### config.mk
export PLATFORM = sky130hd
export DESIGN_NAME = bcd_display_scanner
export DESIGN_NICKNAME = d
export VERILOG_FILES = /design/src/rtl/bcd_display_scanner.sv
export SDC_FILE = /design/constraint.sdc
export NUM_CORES = 1
export LEC_CHECK = 0
export ABC_AREA = 1
export BUFFER_PORTS_ARGS = -buffer_cell sky130_fd_sc_hd__clkbuf_2
export CAP_MARGIN = 20
export CORE_UTILIZATION = 50
export CTS_CLUSTER_SIZE = 10
export DETAILED_ROUTE_END_ITERATION = 8
export PLACE_DENSITY = 0.74
export SKIP_LAST_GASP = 1
export SLEW_MARGIN = 20
export SYNTH_ARGS = -nofsm -noshare
export SYNTH_HDL_FRONTEND = slang
export SYNTH_SLANG_ARGS = --single-unit
export TNS_END_PERCENT = 30
### constraint.sdc
create_clock -name Clk_In -period 1.7 [get_ports Clk_In]
set_input_delay 0.255 -clock Clk_In [delete_from_list [all_inputs] [get_ports Clk_In]]
set_output_delay 0.255 -clock Clk_In [all_outputs]
set_load 0.01 [all_outputs]
### src/rtl/bcd_display_scanner.sv
// bcd_display_scanner: four-digit multiplexed BCD to 7-segment scanner with ghost guard and leading-zero blanking
module bcd_display_scanner #(
    parameter int SCAN_DIV = 1000
) (
    input  logic        Clk_In,
    input  logic        Resetb_In,
    input  logic [15:0] Bcd_In,
    input  logic        Load_In,
    input  logic        Blank_Lz_In,
    input  logic        Enable_In,
    output logic [6:0]  Seg_Out,
    output logic [3:0]  Dig_Out,
    output logic        Invalid_Out
);
    localparam int CW = $clog2(SCAN_DIV);
    localparam logic [CW-1:0] LAST = CW'(SCAN_DIV - 1);

    logic [15:0]   shadow_q, shadow_d;
    logic [CW-1:0] cnt_q, cnt_d;
    logic [1:0]    idx_q, idx_d;
    logic [6:0]    seg_q, seg_d;
    logic [3:0]    dig_q, dig_d;
    logic          inv_q, inv_d;
    logic [3:0]    nib;
    logic [3:0]    zero_from;
    logic          show, blanked;

    function automatic logic [6:0] decode(input logic [3:0] n);
        case (n)
            4'd0:    decode = 7'h3F;
            4'd1:    decode = 7'h06;
            4'd2:    decode = 7'h5B;
            4'd3:    decode = 7'h4F;
            4'd4:    decode = 7'h66;
            4'd5:    decode = 7'h6D;
            4'd6:    decode = 7'h7D;
            4'd7:    decode = 7'h07;
            4'd8:    decode = 7'h7F;
            4'd9:    decode = 7'h6F;
            default: decode = 7'h40;
        endcase
    endfunction

    // Next-state: capture, scan timing, and the registered digit/segment drive
    always_comb begin
        shadow_d  = Load_In ? Bcd_In : shadow_q;
        inv_d     = Load_In ? (Bcd_In[3:0] > 4'd9 || Bcd_In[7:4] > 4'd9 ||
                               Bcd_In[11:8] > 4'd9 || Bcd_In[15:12] > 4'd9) : inv_q;
        cnt_d     = (cnt_q == LAST) ? '0 : cnt_q + 1'b1;
        idx_d     = (cnt_q == LAST) ? idx_q + 2'd1 : idx_q;
        nib       = shadow_q[idx_q*4 +: 4];
        zero_from[3] = shadow_q[15:12] == 4'd0;
        zero_from[2] = zero_from[3] && shadow_q[11:8] == 4'd0;
        zero_from[1] = zero_from[2] && shadow_q[7:4] == 4'd0;
        zero_from[0] = 1'b0;
        blanked   = Blank_Lz_In && zero_from[idx_q];
        show      = Enable_In && cnt_q != '0;
        dig_d     = show ? 4'b0001 << idx_q : 4'b0000;
        seg_d     = (show && !blanked) ? decode(nib) : 7'h00;
    end

    // State registers, cleared asynchronously so the scan always restarts at digit 0
    always_ff @(posedge Clk_In or negedge Resetb_In) begin
        if (!Resetb_In) begin
            shadow_q <= '0;
            cnt_q    <= '0;
            idx_q    <= '0;
            seg_q    <= '0;
            dig_q    <= '0;
            inv_q    <= 1'b0;
        end else begin
            shadow_q <= shadow_d;
            cnt_q    <= cnt_d;
            idx_q    <= idx_d;
            seg_q    <= seg_d;
            dig_q    <= dig_d;
            inv_q    <= inv_d;
        end
    end

    assign Seg_Out     = seg_q;
    assign Dig_Out     = dig_q;
    assign Invalid_Out = inv_q;
endmodule

==> metrics.md, run 1 <==
| Metric | Value |
|---|---|
| Outcome | `finished clean` |
| Placed cell areas | `2300 sq um` |
| Max-slew violation count | `0` |
| Yosys synthesis warning count | `0` |
| Max Freq | `0.623 GHz` |
| DR pass1 iterations | `4` |
| Vias in the first global route | `1543` |
| Net Count, Synth | `288` |
| Fin crit period | `1600 ps` |
| Synthesized netlist cell count | `256` |
| Total power | `2.04 mW` |
| Startpoint types | `register` |
| Initial Util | `0.538` |
| Rel. slew slack | `0.693` |
| Detailed Place HPWL | `2890 um` |
| GRT overflow | `0` |
| I/O pins | `33` |
| Post-route cell area | `2450 sq um` |
| Synth Flop Type | `dfrtp_1` |
| Syn Area/Cell | `7.98 sq um` |
| Area of the multi-input gates | `882 sq um` |
| FF+latch area | `1000 sq um` |
| CTS tree | `done` |
| Top cells by count, synth | `68 x nand2_1, 40 x dfrtp_1, 32 x inv_1` |
| Final setup fails | `0` |
| Hold Path Class | `input pin to register` |
| DIE HEIGHT | `65.9 um` |
| Wire per inst | `10.8 um` |
| Core Area | `3800 sq um` |
| CTS Buf Count | `5` |
| Layout cells sized above 1 | `0.215` |
| Synth Register Bits | `40` |
| Pwr dens | `831 nW/um^2` |
| Ratio of final minimum period to clock period | `0.944` |
| Post-synth ARST share | `1.00` |
| Antenna violations before repair | `0` |
| Cell taking the most area after synthesis | `dfrtp_1` |
| Routability cong. | `0.841` |
| Post-synthesis sequential area ratio | `0.490` |
| Cell variety after synth | `23` |
| Ant. Diodes | `0` |
| CP Data Arrival Time | `1780 ps` |
| Nets | `333` |
| Skew final | `8.74 ps` |
| CP Class | `register to register` |
| Mapped cell area | `2040 sq um` |
| Maxcap violations | `0` |
| Min Hold Slack | `156 ps` |
| Vias/cell | `4.87` |
| Total leakage power | `1.34 nW` |
| Gr usage total | `0.207` |
| Via count | `1704` |
| Final hold vios | `0` |
| Worst-skew pair later-pin latency | `290 ps` |
| VDD IR max | `0.000552 V` |
| Top cell type's share of synthesized area | `0.490` |
| Initial DRC count | `82` |
| Critical Path RT | `1880 ps` |
| Post-route ant nets | `0` |
| Worst-path clk slew | `80 ps` |
| I/O Buffers | `32` |
| Clock Path Buffers | `2` |
| RSZ-0062 raised after global routing | `yes` |
| Most common cell in the netlist | `nand2_1` |
| Post-layout util | `0.645` |
| FP Rows | `22` |
| P&R area growth vs syn | `20.0%` |
| Htree depth | `2` |
| DR DRC count | `0` |
| Total wire length | `3780 um` |
| Clock root buffer | `clkbuf_8` |
| Full die area | `4350 sq um` |
| First-pass GRT wire length | `6650 um` |
| Post-synth EDFFs | `0` |
| Filler cell count | `329` |
| Tightest Pin Transition | `460 ps` |
| Die W | `65.9 um` |
| CP Max Fanout | `7` |
| Synth top area cells | `dfrtp_1 49%, nand2_1 12%, ha_1 6.7%` |
| CP Capture Type | `register` |
| Largest net degree at the start of global routing | `25` |
| # clock sinks | `40` |
==> metal layers <==
metal,up-vias,part of all wire,track usage
met2,48,0.45,0.321
met5,-,0,0
met3,7,0.046,0.0448
met1,758,0.49,0.267
met4,0,0.022,0.111
li1,891,-,-
==> final timing paths <==
kind                        startpoint            to  slack, ps  cells after the start
max reg2reg                   idx_q[0]    Seg_Out[1]        100                      9
min reg2reg                shadow_q[3]   shadow_q[3]        490                      2
min                          Bcd_In[0]   shadow_q[0]        160                      3
min in group asynchronous    Resetb_In  shadow_q[12]        440                      2
max in group asynchronous    Resetb_In    Seg_Out[1]        780                      3
max                           idx_q[0]    Seg_Out[1]        100                      9
==> logic make-up after synthesis <==
kind of cell    after synthesis  synth area share
xor+xnor                      2           0.00857
simple gates                131             0.277
fa+ha+maj                    11            0.0674
compound gates               31            0.0784
buf+inv                      41            0.0784
flops                        40             0.490
==> timing repair <==
item                                    in CTS  in global routing
endpoints found under the setup margin       0                  6
hold buffers                                 1                  0
setup buffers                                0                  3
gates resized for setup                      0                  3
endpoints found under the hold margin       16                  0
==> stage by stage <==
stage	setup TNS [ps]	worst slack, ps	std cells
5_1_grt	-262	-59.2	350
3_3_place_gp	0	113	338
3_5_place_dp	0	52.9	338
4_1_cts	0	21.2	347
2_1_floorplan	0	89.0	256
6_report	0	95.2	350
==> cell type report <==
type                       instances  area share
tap                               48      0.0245
timing repair buffer              43       0.107
clock buffer                       6      0.0296
clock inverter                     2      0.0143
sequential                        40       0.409
inverter                          36      0.0551
multi-input combinational        175       0.360
==> flip-flops by register name, summed over array words and instances, names as in the netlist <==
name and count:
shadow_q 16, cnt_q 10, Seg_Out 7, Dig_Out 4
idx_q 2, Invalid_Out 1
==> cell usage in the layout (no fill, tap or decap), types with 2 or more instances in the layout <==
cell and instances:
nand2_1 68, clkbuf_8 5, nand4_1 4, inv_1 31
nand3_1 19, xor2_1 2, nor3_1 2, a21oi_1 6
buf_4 8, o21ai_0 22, nand3_2 2, dfrtp_1 38
ha_1 11, dfrtp_2 2, clkbuf_2 32, nand2_2 5
inv_2 5, nor2_1 28
==> where the power goes <==
part / total, mW / internal, mW / switching (mW)
Sequential: 1.03 / 1.01 / 0.0263
Clock: 0.754 / 0.435 / 0.319
Combinational: 0.251 / 0.0973 / 0.153
==> worst max-delay path, cell delays in order, from the launching register on <==
cell and delay, ps:
dfrtp_2 440, dlymetal6s2s_1 190, buf_4 150, buf_4 130
nand2_1 50, nand3_1 100, nand2_2 170, inv_2 70
o21ai_1 140, nor2_1 50
Note: power is estimated with default switching activity, not from simulation.
==> inputs of run 2 (changes only) <==
--- a/config.mk
+++ b/config.mk
@@ -11,7 +11,9 @@
 export CORE_UTILIZATION = 50
 export CTS_CLUSTER_SIZE = 10
 export DETAILED_ROUTE_END_ITERATION = 8
+export MAX_ROUTING_LAYER = met4
 export PLACE_DENSITY = 0.74
+export RECOVER_POWER = 100
 export SKIP_LAST_GASP = 1
 export SLEW_MARGIN = 20
 export SYNTH_ARGS = -nofsm -noshare
==> run 2 against run 1 <==
Count of clock-buffer cells in the layout did not move. Die area unchanged. Setup slack got worse by 0.93 ps. Flip-flop and latch count did not move. First-iteration DRC count grew 12%. Final area fell by 0.87%. Power about the same. Non-clock buffer count unchanged. Register-to-register slack barely moved. Largest cell class unchanged. Sequential power about the same. Critical path type unchanged. Clock power is 1% higher. Clock skew is 2.9 ps higher.
==> metrics.md, run 2 (same netlist as run 1, synthesis figures left out) <==
| Metric | Value |
|---|---|
| # clock sinks | `40 (unchanged)` |
| CTS Buf Count | `5 (unchanged)` |
| Beginning of the worst hold path | `Bcd_In[0]` |
| Clock root buffer | `clkbuf_8` |
| Initial DRC count | `92 (+12%)` |
| Final hold vios | `0 (unchanged)` |
| Worst reg-to-reg setup slack | `90 ps (about the same)` |
| FF+latch area | `1000 sq um (unchanged)` |
| Clock Path Buffers | `2 (unchanged)` |
| Commonest cells after routing, fill and taps aside | `68 x nand2_1, 38 x dfrtp_1, 31 x inv_1` |
| Ratio of final minimum period to clock period | `0.945 (about the same)` |
| Worst r2r src | `idx_q[0]` |
| CTS tree | `done` |
| Critical Path RT | `1880 ps (about the same)` |
| Switching share of power | `0.249 (+0.00403)` |
| DR DRC count | `0 (unchanged)` |
| Max incr delay on CP | `440 ps (about the same)` |
| Tightest Pin Transition | `991 ps (+531 ps)` |
| Max Freq | `0.623 GHz (about the same)` |
| Final setup fails | `0 (unchanged)` |
| Htree depth | `2 (unchanged)` |
| Hold Path Class | `input pin to register` |
| Max-slew violation count | `0 (unchanged)` |
| Layout cells sized above 1 | `0.166 (-0.0497)` |
| Detailed Place HPWL | `2890 um (unchanged)` |
| Vias/cell | `4.91 (+0.88%)` |
| Core Area | `3800 sq um (unchanged)` |
| Psw | `0.507 mW (+1.7%)` |
| P&R area growth vs syn | `18.9%` |
| Max reg flops | `16 (unchanged)` |
| Worst-path clk slew | `80 ps (about the same)` |
| Placed cell areas | `2300 sq um (unchanged)` |
| Nets | `333 (unchanged)` |
| Fin crit period | `1610 ps (+0.934 ps)` |
| CP Capture Type | `register` |
| Critical R2R Capture | `Seg_Out[1]` |
| Setup TNS | `0 ps (unchanged)` |
| CP Data Arrival Time | `1790 ps (about the same)` |
| DIE HEIGHT | `65.9 um (unchanged)` |
| Maxcap violations | `0 (unchanged)` |
| Total leakage power | `1.29 nW (-3.6%)` |
| First-pass GRT wire length | `6660 um (+0.11%)` |
| Initial Util | `0.538 (unchanged)` |
| Worst r2r path cells | `9 (unchanged)` |
| Part of the power in registers | `0.506 (about the same)` |
| Via count | `1719 (+0.88%)` |
| Reg with most FFs | `shadow_q` |
| P_int | `1.53 mW (-0.46%)` |
| Largest net degree at the start of global routing | `25 (unchanged)` |
| Wire per inst | `10.9 um (+1.3%)` |
| CP most frequent cell | `buf_4` |
| I/O Buffers | `32 (unchanged)` |
| Gate power share | `0.120 (-0.003)` |
| Clock share of power | `0.374 (+0.004)` |
| Outcome | `finished clean` |
| Ant. Diodes | `0 (unchanged)` |
| Vias in the first global route | `1543 (unchanged)` |
| Worst-skew pair later-pin latency | `300 ps (about the same)` |
| I/O pins | `33 (unchanged)` |
| Routability cong. | `0.854 (+1.6%)` |
| Gr usage total | `0.213 (+0.00681)` |
| Area of the multi-input gates | `882 sq um (unchanged)` |
| Filler cell count | `334 (+1.5%)` |
| VDD IR max | `0.000555 V (+0.50%)` |
| Worst hold path cell count | `3 (unchanged)` |
| CP Class | `register to register` |
| Startpoint types | `register` |
| Total wire length | `3830 um (+1.3%)` |
| Min Hold Slack | `147 ps (-8.87 ps)` |
| DR pass1 iterations | `4 (unchanged)` |
| Worst slack at placement | `52.9 ps (unchanged)` |
| Die W | `65.9 um (unchanged)` |
| Post-route ant nets | `0 (unchanged)` |
| Full die area | `4350 sq um (unchanged)` |
| GRT overflow | `0 (unchanged)` |
| Rel. slew slack | `0.339 (-0.354)` |
| Skew final | `11.6 ps (+2.91 ps)` |
| Antenna violations before repair | `0 (unchanged)` |
| Pwr dens | `839 nW/um^2 (+0.95%)` |
| FP Rows | `22 (unchanged)` |
| CP Max Fanout | `7 (unchanged)` |
| Hold Crit Endpoint | `shadow_q[0]` |
| Most common cell after layout, fill and taps aside | `nand2_1` |
| Critical Path, Cell by Cell | `dlymetal6s2s_1, buf_4, buf_4, nand2_1, nand3_1, nand2_2, inv_2, o21ai_1, nor2_1` |
| CP max stage cell | `dfrtp_2` |
| RSZ-0062 raised after global routing | `yes` |
| Post-route cell area | `2430 sq um (-0.87%)` |
| Final WS setup | `94.2 ps (-0.934 ps)` |
[run 2: cell types whose count changed in the layout (fill, tap and decap cells not counted)]
cell | before | now
buf_4 | 8 | 7
clkbuf_2 | 32 | 18
clkbuf_1 | 1 | 16
[run 2: cell type report]
| cell class | instances | area share |
|---|---|---|
| clock buffers | 6 | 0.0299 |
| clock inverters | 2 | 0.0144 |
| inverters | 36 | 0.0556 |
| multi-input cells | 175 | 0.363 |
| flip-flops and latches | 40 | 0.413 |
| well taps | 48 | 0.0247 |
| repair buffers | 43 | 0.0994 |
[run 2: worst max path at each step]
stage | slack, ps | end | cells after the start | startpoint
4_1_cts | 20 | Seg_Out[3] | 9 | idx_q[0]
3_3_place_gp | 110 | Seg_Out[3] | 9 | idx_q[0]
6_report | 90 | Seg_Out[1] | 9 | idx_q[0]
5_1_grt | -60 | Seg_Out[5] | 11 | idx_q[0]
2_1_floorplan | 90 | Seg_Out[3] | 10 | idx_q[0]
3_5_place_dp | 50 | Seg_Out[3] | 9 | idx_q[0]
[run 2: timing repair]
action,CTS,global route
resized for setup,0,3
hold buffers,1,0
endpoints found under the setup margin,0,6
endpoints found under the hold margin,16,0
setup buffers,0,3
[run 2: per-stage QoR]
stage / util / power [mW] / instances
2_1_floorplan: - / 1.19 / 256
4_1_cts: 0.637 / 2.05 / 347
5_1_grt: 0.640 / 2.14 / 350
6_report: 0.640 / 2.04 / 350
3_5_place_dp: 0.606 / 1.30 / 338
3_3_place_gp: 0.606 / 1.29 / 338
[run 2: worst max-delay path, delay by kind of cell, from the launching register on]
kind                   cells  cell delay, ps
flip-flops                 1             440
AND/OR/NAND/NOR            4             360
buffers and inverters      4             540
AO/OA/AOI/OAI              1             140
[run 2: power by group through the flow]
stage / logic, mW / registers, mW / clock network [mW]
after floorplan: 0.139 / 1.05 / 0
after global placement: 0.242 / 1.05 / 0
after detailed placement: 0.247 / 1.05 / 0
after CTS: 0.251 / 1.03 / 0.769
after global routing: 0.290 / 1.04 / 0.816
final: 0.244 / 1.03 / 0.762
[run 2: layer usage]
metal / up-vias / track usage / part of all wire
li1: 889 / - / -
met1: 770 / 0.265 / 0.47
met2: 53 / 0.323 / 0.45
met3: 7 / 0.0500 / 0.051
met4: 0 / 0.111 / 0.021
met5: - / - / 0
